`src/rtl/uart_pattern_gen.sv`:
```
// uart_pattern_gen
//   Trigger-driven character-stream source for the uart_tx byte interface.
//   A debounced pushbutton press or a start pulse sends a run of LEN
//   incrementing characters. Modes: ONESHOT, REPEAT (bursts separated by
//   GAP_CYCLES idle clocks), CRLF (burst followed by CR LF), and BINARY
//   (raw index values).
//
// Ports
//   clk        : single clock, rising edge
//   reset      : synchronous, active-high reset
//   pb         : raw active-low pushbutton (asynchronous to clk)
//   start      : synchronous trigger, same effect as a button press
//   mode       : 00 ONESHOT, 01 REPEAT, 10 CRLF, 11 BINARY
//   ready      : sink can accept a character
//   data       : character to transmit (holds while dvalid is low)
//   dvalid     : one-cycle strobe qualifying data
//   busy       : high in every state except IDLE
//   done       : one-cycle pulse per completed burst
//   frame_cnt  : completed-burst counter, wraps
module uart_pattern_gen #(
    parameter int unsigned DATA_W          = 8,
    parameter int unsigned FIRST_CHAR      = 'h41,
    parameter int unsigned LEN             = 26,
    parameter int unsigned GAP_CYCLES      = 1000,
    parameter int unsigned DEBOUNCE_CYCLES = 50000,
    parameter int unsigned CNT_W           = 16
) (
    input  logic              clk,
    input  logic              reset,
    input  logic              pb,
    input  logic              start,
    input  logic [1:0]        mode,
    input  logic              ready,
    output logic [DATA_W-1:0] data,
    output logic              dvalid,
    output logic              busy,
    output logic              done,
    output logic [CNT_W-1:0]  frame_cnt
);

    localparam int unsigned IDX_W = (LEN > 1) ? $clog2(LEN) : 1;
    localparam int unsigned GAP_W = (GAP_CYCLES > 1) ? $clog2(GAP_CYCLES) : 1;
    localparam int unsigned DB_W  = (DEBOUNCE_CYCLES > 1) ? $clog2(DEBOUNCE_CYCLES) : 1;

    localparam logic [IDX_W-1:0] IDX_LAST = IDX_W'(LEN - 1);
    localparam logic [GAP_W-1:0] GAP_LAST = GAP_W'((GAP_CYCLES == 0) ? 0 : GAP_CYCLES - 1);
    localparam logic [DB_W-1:0]  DB_LAST  = DB_W'(DEBOUNCE_CYCLES - 1);

    typedef enum logic [2:0] {
        S_IDLE,
        S_SEND,
        S_WAIT_ACK,
        S_TAIL,
        S_FINISH,
        S_GAP
    } state_e;

    typedef enum logic [1:0] {
        M_ONESHOT = 2'b00,
        M_REPEAT  = 2'b01,
        M_CRLF    = 2'b10,
        M_BINARY  = 2'b11
    } mode_e;

    // Which character SEND/WAIT_ACK are handling: burst body, CR or LF.
    typedef enum logic [1:0] {
        TP_NONE,
        TP_CR,
        TP_LF
    } tail_e;

    // ------------------------------------------------------------------
    // Pushbutton synchroniser and debounce
    // ------------------------------------------------------------------
    logic            pb_meta;
    logic            pb_sync;
    logic            pb_db;
    logic            pb_db_d;
    logic [DB_W-1:0] db_cnt;
    logic            trig;

    always_ff @(posedge clk) begin
        if (reset) begin
            pb_meta <= 1'b1;
            pb_sync <= 1'b1;
            pb_db   <= 1'b1;
            pb_db_d <= 1'b1;
            db_cnt  <= '0;
        end else begin
            pb_meta <= pb;
            pb_sync <= pb_meta;
            pb_db_d <= pb_db;
            // Any return to agreement restarts the stability count.
            if (pb_sync != pb_db) begin
                if (db_cnt == DB_LAST) begin
                    pb_db  <= pb_sync;
                    db_cnt <= '0;
                end else begin
                    db_cnt <= db_cnt + DB_W'(1);
                end
            end else begin
                db_cnt <= '0;
            end
        end
    end

    // Press = debounced falling edge (active-low button).
    assign trig = start | (pb_db_d & ~pb_db);

    // ------------------------------------------------------------------
    // Burst FSM
    // ------------------------------------------------------------------
    state_e             state, state_n;
    mode_e              mode_q, mode_n;
    tail_e              tail_ph, tail_n;
    logic [IDX_W-1:0]   idx, idx_n;
    logic [GAP_W-1:0]   gap_cnt, gap_n;
    logic [DATA_W-1:0]  data_n;
    logic               dvalid_n;
    logic               done_n;
    logic [CNT_W-1:0]   cnt_n;
    logic [DATA_W-1:0]  char_val;

    always_comb begin
        char_val = '0;
        case (tail_ph)
            TP_CR:   char_val = DATA_W'(8'h0D);
            TP_LF:   char_val = DATA_W'(8'h0A);
            default: begin
                if (mode_q == M_BINARY) begin
                    char_val = DATA_W'(idx);
                end else begin
                    char_val = DATA_W'(FIRST_CHAR) + DATA_W'(idx);
                end
            end
        endcase
    end

    always_ff @(posedge clk) begin
        if (reset) begin
            state     <= S_IDLE;
            mode_q    <= M_ONESHOT;
            tail_ph   <= TP_NONE;
            idx       <= '0;
            gap_cnt   <= '0;
            data      <= '0;
            dvalid    <= 1'b0;
            done      <= 1'b0;
            frame_cnt <= '0;
        end else begin
            state     <= state_n;
            mode_q    <= mode_n;
            tail_ph   <= tail_n;
            idx       <= idx_n;
            gap_cnt   <= gap_n;
            data      <= data_n;
            dvalid    <= dvalid_n;
            done      <= done_n;
            frame_cnt <= cnt_n;
        end
    end

    always_comb begin
        state_n  = state;
        mode_n   = mode_q;
        tail_n   = tail_ph;
        idx_n    = idx;
        gap_n    = gap_cnt;
        data_n   = data;
        dvalid_n = 1'b0;
        done_n   = 1'b0;
        cnt_n    = frame_cnt;

        case (state)
            S_IDLE: begin
                if (trig) begin
                    mode_n  = mode_e'(mode);
                    idx_n   = '0;
                    tail_n  = TP_NONE;
                    state_n = S_SEND;
                end
            end

            S_SEND: begin
                if (ready) begin
                    dvalid_n = 1'b1;
                    data_n   = char_val;
                    state_n  = S_WAIT_ACK;
                end
            end

            S_WAIT_ACK: begin
                if (!ready) begin
                    case (tail_ph)
                        TP_NONE: begin
                            if (idx < IDX_LAST) begin
                                idx_n   = idx + IDX_W'(1);
                                state_n = S_SEND;
                            end else if (mode_q == M_CRLF) begin
                                state_n = S_TAIL;
                            end else begin
                                state_n = S_FINISH;
                            end
                        end
                        TP_CR:   state_n = S_TAIL;
                        default: state_n = S_FINISH;
                    endcase
                end
            end

            // CR and LF reuse SEND/WAIT_ACK; TAIL just advances the phase.
            S_TAIL: begin
                tail_n  = (tail_ph == TP_NONE) ? TP_CR : TP_LF;
                state_n = S_SEND;
            end

            // done/frame_cnt are registered here, so the pulse appears
            // in the cycle after FINISH (IDLE or first GAP cycle).
            S_FINISH: begin
                done_n = 1'b1;
                cnt_n  = frame_cnt + CNT_W'(1);
                tail_n = TP_NONE;
                if (mode_q == M_REPEAT && mode == M_REPEAT) begin
                    gap_n   = '0;
                    state_n = S_GAP;
                end else begin
                    state_n = S_IDLE;
                end
            end

            S_GAP: begin
                if (GAP_CYCLES == 0 || gap_cnt == GAP_LAST) begin
                    idx_n   = '0;
                    state_n = S_SEND;
                end else begin
                    gap_n = gap_cnt + GAP_W'(1);
                end
            end

            default: state_n = S_IDLE;
        endcase
    end

    assign busy = (state != S_IDLE);

endmodule
```
`config.mk`:
```
export PLATFORM = sky130hd
export DESIGN_NAME = uart_pattern_gen
export DESIGN_NICKNAME = d
export VERILOG_FILES = /design/src/rtl/uart_pattern_gen.sv
export SDC_FILE = /design/constraint.sdc
export NUM_CORES = 1
export LEC_CHECK = 0
export ABC_AREA = 1
export CAP_MARGIN = 20
export CORE_ASPECT_RATIO = 1.2
export CORE_MARGIN = 4
export CORE_UTILIZATION = 57
export CTS_BUF_LIST = sky130_fd_sc_hd__clkbuf_16
export DETAILED_ROUTE_END_ITERATION = 10
export GPL_TIMING_DRIVEN = 0
export PLACE_DENSITY = 0.79
export SETUP_SLACK_MARGIN = 0.3
export SLEW_MARGIN = 20
export SYNTH_ARGS = -nofsm -noshare
export SYNTH_HDL_FRONTEND = slang
export SYNTH_SLANG_ARGS = --single-unit
export TNS_END_PERCENT = 20
```
`constraint.sdc`:
```
create_clock -name clk -period 2.05 [get_ports clk]
set_clock_uncertainty 0.15 [all_clocks]
set_input_delay 0.3075 -clock clk [delete_from_list [all_inputs] [get_ports clk]]
set_output_delay 0.3075 -clock clk [all_outputs]
set_load 0.01 [all_outputs]
```
# == Word-level counts from Yosys, hierarchy flattened ==
# Cells that the tools add are included.
# op_classes
addsub,5
n_lt_le_gt_ge,1
n_eq_ne,22
mux,25
bitwise_logic,5
n_reduce_logical,16
# ops
op,n
adder 16 x 1 -> 16 bit (second input constant),2
2-to-1 mux 5 bit,5
2-to-1 mux 3 bit,7
2-to-1 mux 10 bit,2
case mux 10 bit (2 select lines),1
case mux 3 bit (6 select lines),1
== test 16 bit (second input constant),1
inequality test 2 bit (second input constant),8
case mux 8 bit (2 select lines),1
case mux 5 bit (3 select lines),1
adder 10 x 1 -> 10 bit (second input constant),1
== test 10 bit (second input constant),1
nonzero test 3 bit,3
adder 7 x 5 -> 8 bit (first input constant),1
2-to-1 mux 8 bit,1
AND reduction 2 bit,4
== test 2 x 1 -> 1 bit (second input constant),3
== test 2 bit (second input constant),3
== test 3 x 2 -> 1 bit (second input constant),2
== test 3 bit (second input constant),2
case mux 2 bit (3 select lines),1
case mux 3 bit (2 select lines),1
AND reduction 6 bit,1
adder 5 x 1 -> 5 bit (second input constant),1
other kinds (16),20
# word_totals
reg_bits,68
inputBits,7
out_inout_bits,27
elab_cells,88

# == Logic depth before layout (Yosys ltp) ==
# Gate-level depths: netlist (run 1).
# logic_depth
word_depth,6
depth_mapped,10
mapped_depth_nobuf,10

# == Worst setup path before layout (run 1) ==
# Ideal clock, no wire load.
# synth_timing
path_kind,register to register
from,reg db_cnt[0]
to,reg db_cnt[12]
setup_time_ps,122
arrival_time_ps,1325
t_required_ps,1778
slack_ps,454
path_stages_with_launch,9
path_buffers,0
synth_period_minus_slack_ps,1596
path_cell_list,dfxtp_1 > ha_1 > nand3_1 > nor2_1 > nand2_1 > nor2_1 > inv_1 > o21ai_0 > a21oi_1
# synth_via
elab_chain_len,2
word_cells_on_any_way,3
classes_between,add/sub: 1; eq/ne: 1; reduce/logical: 1
# synth_lines
element,line,source
"start, declared",79,logic [DB_W-1:0] db_cnt;
"start signal, assigned",99,db_cnt <= db_cnt + DB_W'(1);
branches (longest 2 deep; another with adder 16 x 1 -> 16 bit),--,
# Parallel ways; which one is timed is not known.
# A chain may end at the register's enable or synchronous reset.

# == Worst setup path in the final report (run 1) ==
# layout_timing
from,reg frame_cnt[0]
to,out frame_cnt[0]
# layout_rtl
element,line,source
"start, declared",38,output logic [CNT_W-1:0] frame_cnt
"start signal, assigned",159,frame_cnt <= cnt_n;
# No word-level cell between the ends.

==> results of run 1 <==
## metrics by stage
| step | power [µW] | instances | TNS (ns) |
|---|---|---|---|
| finish | 3964 | 659 | 0 |
| global route | 4151 | 659 | 0 |
| CTS | 3961 | 656 | 0 |
| detailed placement | 2308 | 637 | -2.766 |
| global placement | 2294 | 637 | -2.640 |
| floorplan | 2097 | 523 | 0 |
## path summary, 6_finish.rpt
kind / from / endpoint / slack (ns) / cells past startpoint
max: frame_cnt[0] / frame_cnt[0] / 0.26 / 1
min: pb_meta / pb_sync / 0.28 / 1
max reg2reg: db_cnt[0] / db_cnt[3] / 0.36 / 7
min reg2reg: pb_meta / pb_sync / 0.28 / 1
## flip-flops by register name, indices dropped and copies added, names as in the netlist, 2 cells and up
register,flops
mode_q,2
frame_cnt,16
state,3
gap_cnt,10
db_cnt,16
data,7
tail_ph,2
idx,5
## timing repair
action / 4_1_cts / 5_1_grt
buffers inserted: 3 / 3
setup endpoints to repair: 37 / 49
gates resized for setup: 10 / 19
pin swaps: 0 / 5
## power by group through the flow
stage,Combinational (µW),Clock (µW),Sequential (µW)
after CTS,806,1650,1500
final,818,1640,1500
after global placement,775,0,1520
after floorplan,581,0,1520
after detailed placement,787,0,1520
after global routing,909,1730,1520
## cell families (layout without fill, tap and decap cells)
group	count (synthesis)	count (layout)	share of synthesized area
and+or+nand+nor	279	279	0.3671
buffers and inverters	79	133	0.08896
adders and majority gates	7	7	0.02452
xor gates and xnor gates	10	10	0.02452
AOI/OAI and AO/OA	80	80	0.1184
DFF	67	67	0.3755
other	1	1	0.001050
## placed cells by master (no fill, tap or decap), types with 2 or more instances in the layout
master / netlist / final
nand2_1: 122 / 120
nor2_1: 77 / 75
inv_1: 65 / 64
dfxtp_1: 67 / 59
a21oi_1: 39 / 39
nand3_1: 37 / 36
o21ai_0: 27 / 27
clkdlybuf4s50_1: 0 / 27
nor2_4: 8 / 9
xor2_1: 9 / 9
clkbuf_16: 0 / 9
buf_4: 1 / 8
nor3_1: 7 / 7
nand3_2: 6 / 7
inv_2: 6 / 6
nand4_1: 6 / 6
ha_1: 7 / 6
dfxtp_2: 0 / 6
nand2_2: 2 / 4
o21ai_1: 4 / 4
or2_2: 4 / 4
a31oi_1: 4 / 4
dlymetal6s2s_1: 0 / 4
nor2_2: 2 / 3
clkbuf_2: 0 / 2
clkinvlp_4: 0 / 2
clkbuf_1: 4 / 2
nand2_4: 3 / 2
nand2_8: 1 / 2
clkinv_4: 0 / 2
bufinv_16: 0 / 2
clkinv_1: 0 / 2
dfxtp_4: 0 / 2
## routing by layer
| layer | share of wire | routed length (µm) | vias to the layer above |
|---|---|---|---|
| met5 | 0 | 0 | - |
| met4 | 0.017 | 143 | 0 |
| met3 | 0.052 | 430 | 13 |
| met2 | 0.51 | 4199 | 94 |
| met1 | 0.42 | 3522 | 1565 |
| li1 | - | - | 1764 |
## layout make-up
type                    count  area, µm²
plain buffers               7      47.55
clock buffers               9      225.2
clock inverters             7      92.59
fillers                   525       1619
inverters                  72      279.0
multi-input cells         377       1954
flip-flops and latches     67       1356
well taps                  82      102.6
repair buffers             38      374.1
==> summary.txt, run 1 <==
Clocking
  – Cts hold-fix bufs: 0
  – Clk slew on worst S/H paths: 0.06 ns
  – CTS tree: yes
  – H-tree depth: 3
  – Clk buf depth: 2
  – Skew-Pair Late Insertion Delay: 0.33 ns
  – Root Driver: clkbuf_16
  – CTS sink count: 67
  – CTS buffer count: 9

Logic synthesis
  – Post-Synthesis Cells: 523
  – Avg Cell Area, Syn: 6.830 µm²
  – Synth area leaders: dfxtp_1, nand2_1, nor2_1, inv_1, a21oi_1
  – Library cells used by synthesis: 38
  – Area share of the largest cell type after synthesis: 0.3755
  – Post-synthesis sequential area ratio: 0.3755
  – Commonest cells in the netlist: nand2_1, nor2_1, dfxtp_1
  – Synth Register Bits: 67
  – Count leader, synth: nand2_1
  – Net Count, Synth: between 500 and 600
  – Mapped Area: roughly 0.0036 mm²
  – Post-synth top area cell: dfxtp_1
  – Warnings, synthesis: 0
  – Async SR Flop Fraction: 0
  – Most used flip-flop cell after synthesis: dfxtp_1
  – Post-synth EDFFs: 0

Drt
  – DRT antenna net count: 0
  – WL final: 8295 µm
  – Drt drc: 0
  – Drt initial violations: 199
  – 1st-pass router iterations: 5
  – Vias: approximately 3400
  – Vias per std cell: approximately 5.2
  – WL/cell: 12.59 µm

GRT
  – Initial antenna violation count: 0
  – GRT Total Usage: 0.2329
  – Grt ovf: 0
  – Global Route met1 Usage: 0.2746
  – Busiest grt layer: met2
  – Largest net degree at the start of global routing: 13
  – Vias in the first global route: 3221
  – GR Layer Usage met2: 0.3985
  – Met3 Resource Use GR: 0.05916
  – Global-route wire length before repair: 13850 µm

Power and ir drop
  – Clk pwr share: 0.415
  – Power Density: roughly 890 mW/mm²
  – Sw Ratio: 0.2995
  – Total net switching power: 1187 µW
  – Gate power share: 0.206
  – Max VDD drop: between 0.0005 and 0.0006 V
  – Pint: 2776 µW
  – Sequential share of power: 0.379
  – Pleak: roughly 0.0018 µW

Layout
  – Layout cells sized above 1: 0.1317
  – Final instance area: 0.004432 mm²
  – Diodes inserted: 0
  – Utilization after layout: 0.7324
  – Nets: 586
  – Area grow syn2layout: 24.06%

STA
  – Final setup viols: 0
  – Fmax: 0.5597 GHz
  – Post-route minimum period: between 1.5 and 2 ns
  – Unrepaired setup endpoints after global routing: true
  – Hold_ws: 0.2832 ns
  – Final Hold Vio Count: 0
  – Worst slew pin tran: 0.5421 ns
  – Fin crit share: 0.8715
  – Fin worst setup slack: approximately 0.26 ns
  – Final Slew Violations: 0
  – Rel. slew slack: 0.6386

Worst setup path
  – CP Cell Sequence: clkdlybuf4s50_1
  – Setup Crit Path Kind: reg2out
  – Worst EP required: 1.59 ns
  – Critical path's slowest cell: clkdlybuf4s50_1
  – Slowest stage delay, CP: 0.58 ns
  – Worst setup SP type: flip-flop
  – Worst Setup End Kind: output port
  – Crit path max-delay family: buffers and inverters
  – Crit-path max FO: 4
  – Buf/Inv on CP: 1
  – Worst EP arrival: 1.33 ns

Min path
  – Hold Path Class: reg2reg

Place
  – I/O Buffers: 32
  – Placed instance area: ~0.0040 mm²
  – DP Worst Slack: -0.1548 ns
  – Gp weighted congestion: 0.8457
  – HPWL after detailed placement: between 5000 and 6000 µm

Die
  – IO Pins: 34
  – Initial Util: 0.5904
  – Total core area: about 0.0061 mm²
  – Core Rows: 31
  – Die Ht: 94.72 µm
  – Die W: 80.27 µm
  – Full die area: 0.007603 mm²

Run status
  – Outcome: complete, no violations

Flow run
  – Maxcap violations: 0
(Power assumes the default switching activity.)
==> run 2, diff against run 1 <==
--- a/config.mk
+++ b/config.mk
@@ -7,13 +7,16 @@
 export LEC_CHECK = 0
 export ABC_AREA = 1
 export CAP_MARGIN = 20
+export CELL_PAD_IN_SITES_DETAIL_PLACEMENT = 0
+export CELL_PAD_IN_SITES_GLOBAL_PLACEMENT = 1
 export CORE_ASPECT_RATIO = 1.2
 export CORE_MARGIN = 4
-export CORE_UTILIZATION = 57
+export CORE_UTILIZATION = 41
 export CTS_BUF_LIST = sky130_fd_sc_hd__clkbuf_16
 export DETAILED_ROUTE_END_ITERATION = 10
+export GPL_ROUTABILITY_DRIVEN = 0
 export GPL_TIMING_DRIVEN = 0
-export PLACE_DENSITY = 0.79
+export PLACE_DENSITY_LB_ADDON = 0.1
 export SETUP_SLACK_MARGIN = 0.3
 export SLEW_MARGIN = 20
 export SYNTH_ARGS = -nofsm -noshare
==> run 2 against run 1 <==
  * Register-to-register slack barely moved
  * Final area down 0.51%
  * Die area increased by 35%
  * Sequential share of layout area grew 0.10 points
  * Sequential cell count stayed put
  * Utilization down 21 points
  * Critical path depth unchanged
  * Critical endpoint is now frame_cnt[4]
==> summary.txt, run 2 (synthesized netlist as in run 1, its figures left out) <==
Run status
  – Outcome: complete, no violations

Worst setup path
  – Reg2Reg Depth: 10
  – Slowest stage delay, CP: between 0.5 and 0.6 ns
  – Buf/Inv on CP: 1
  – Setup Crit Path Kind: reg2out
  – Critical path's slowest cell: clkdlybuf4s50_1
  – Worst setup SP type: flip-flop
  – Critical Path Start: frame_cnt[4]
  – Crit-path max FO: 6
  – Worst EP required: approximately 1.6 ns
  – CP Depth: 1
  – Worst EP arrival: around 1.3 ns
  – CP Cell Sequence: clkdlybuf4s50_1
  – Worst Setup End Kind: output port
  – Reg2Reg Launch Point: gap_cnt[1]
  – Crit path max-delay family: buffers and inverters

Drt
  – WL final: 8307 µm
  – Vias per std cell: 4.744
  – WL/cell: 12.00 µm
  – 1st-pass router iterations: 4
  – Drt initial violations: 108
  – Drt drc: 0
  – Vias: 3283
  – DRT antenna net count: 0

Clocking
  – CTS tree: yes
  – CTS buffer count: 9
  – Skew-Pair Late Insertion Delay: between 0.3 and 0.4 ns
  – Clk slew on worst S/H paths: 0.06 ns
  – H-tree depth: 3
  – CTS sink count: 67
  – Root Driver: clkbuf_16
  – Cts hold-fix bufs: 0
  – Clk buf depth: 2

GRT
  – Global-route wire length before repair: between 10000 and 15000 µm
  – Grt ovf: 0
  – Initial antenna violation count: 0
  – GRT Total Usage: 0.1702
  – Vias in the first global route: 3054
  – Largest net degree at the start of global routing: 13

STA
  – Post-route minimum period: about 1.8 ns
  – Final setup viols: 0
  – Final Hold Vio Count: 0
  – Fin Setup TNS: 0 ns
  – Fin worst setup slack: 0.2825 ns
  – Unrepaired setup endpoints after global routing: true
  – Fmax: 0.5658 GHz
  – Final Slew Violations: 0
  – Rel. slew slack: 0.6625
  – Fin crit share: 0.8622
  – Worst slew pin tran: 0.5063 ns

Place
  – I/O Buffers: 32
  – HPWL after detailed placement: 6175 µm
  – DP Worst Slack: -0.2426 ns

Power and ir drop
  – Max VDD drop: 0.0003726 V
  – Tot Pwr: 3821 µW
  – Pleak: 0.001752 µW
  – Power Density: just under 900 mW/mm²

Die
  – Die W: 93.21 µm
  – Core Rows: 37
  – IO Pins: 34
  – Total core area: 0.008518 mm²
  – Die Ht: 110.3 µm
  – Initial Util: 0.4194
  – Full die area: 0.01028 mm²

Min path
  – Hold depth: 1
  – Hold wc startpoint: pb_meta
  – Hold Path Class: reg2reg

Layout
  – Utilization after layout: 0.5176
  – Largest regs: db_cnt: 16 flops, frame_cnt: 16 flops, gap_cnt: 10 flops
  – Commonest non-fill, non-tap cell in the layout: nand2_1
  – Multi-input gate area: 0.001943 mm²
  – Commonest cells after routing, fill and taps aside: nand2_1, nor2_1, inv_1
  – Storage cell area: approximately 0.0014 mm²
  – Diodes inserted: 0
  – Filler cell count: 917
  – Area grow syn2layout: 23.43%
  – Nets: 584
  – Layout cells sized above 1: 0.1357

Flow run
  – Maxcap violations: 0
-- run 2: cell types whose count changed in the layout (fill, tap and decap cells not counted), sizes merged --
cell,change
buf,-3
clkdlybuf4s50,+4
inv,+1
bufinv,-1
clkbuf,+1
dlymetal6s2s,-4
-- run 2: through the flow --
stage / area (µm²) / cells / hold WS, ns
final: 4409 / 692 / 0.2665
after global routing: 4409 / 692 / 0.2742
after detailed placement: 4039 / 672 / 0.2490
after CTS: 4339 / 688 / 0.2708
after global placement: 4039 / 672 / 0.2468
after floorplan: 3572 / 523 / 0.2395
-- run 2: final timing paths --
| path | endpoint | slack (ns) |
|---|---|---|
| setup reg to reg | idx[2] | 0.36 |
| hold reg to reg | pb_sync | 0.27 |
| setup / recovery | frame_cnt[4] | 0.28 |
| hold / removal | pb_sync | 0.27 |
-- run 2: cell type report --
type                            count  share of cell area
Buffer                              7             0.01078
Clock buffer                        9             0.05108
Clock inverter                      7             0.01561
Inverter                           72             0.06243
Multi-Input combinational cell    377              0.4407
Sequential cell                    67              0.3070
Tap cell                          117             0.03320
Timing Repair Buffer               36             0.07917
-- run 2: repair_timing --
| item | 4_1_cts | 5_1_grt |
|---|---|---|
| endpoints found under the setup margin | 32 | 58 |
| gates resized for setup | 6 | 18 |
| pin swaps | 0 | 2 |
| buffers inserted | 0 | 4 |
-- run 2: where the power goes --
group	internal [µW]	switching [µW]
Combinational	313	497
Clock	936	571
Sequential	1400	104
-- run 2: routing by layer --
metal / part of all wire / track usage / wire length [µm] / vias to the layer above
met1: 0.48 / 0.2120 / 3965 / 1476
met5: 0 / 0 / 0 / -
li1: - / - / - / 1765
met2: 0.49 / 0.2923 / 4058 / 37
met4: 0.0077 / 0.05340 / 64 / 0
met3: 0.026 / 0.03938 / 218 / 5
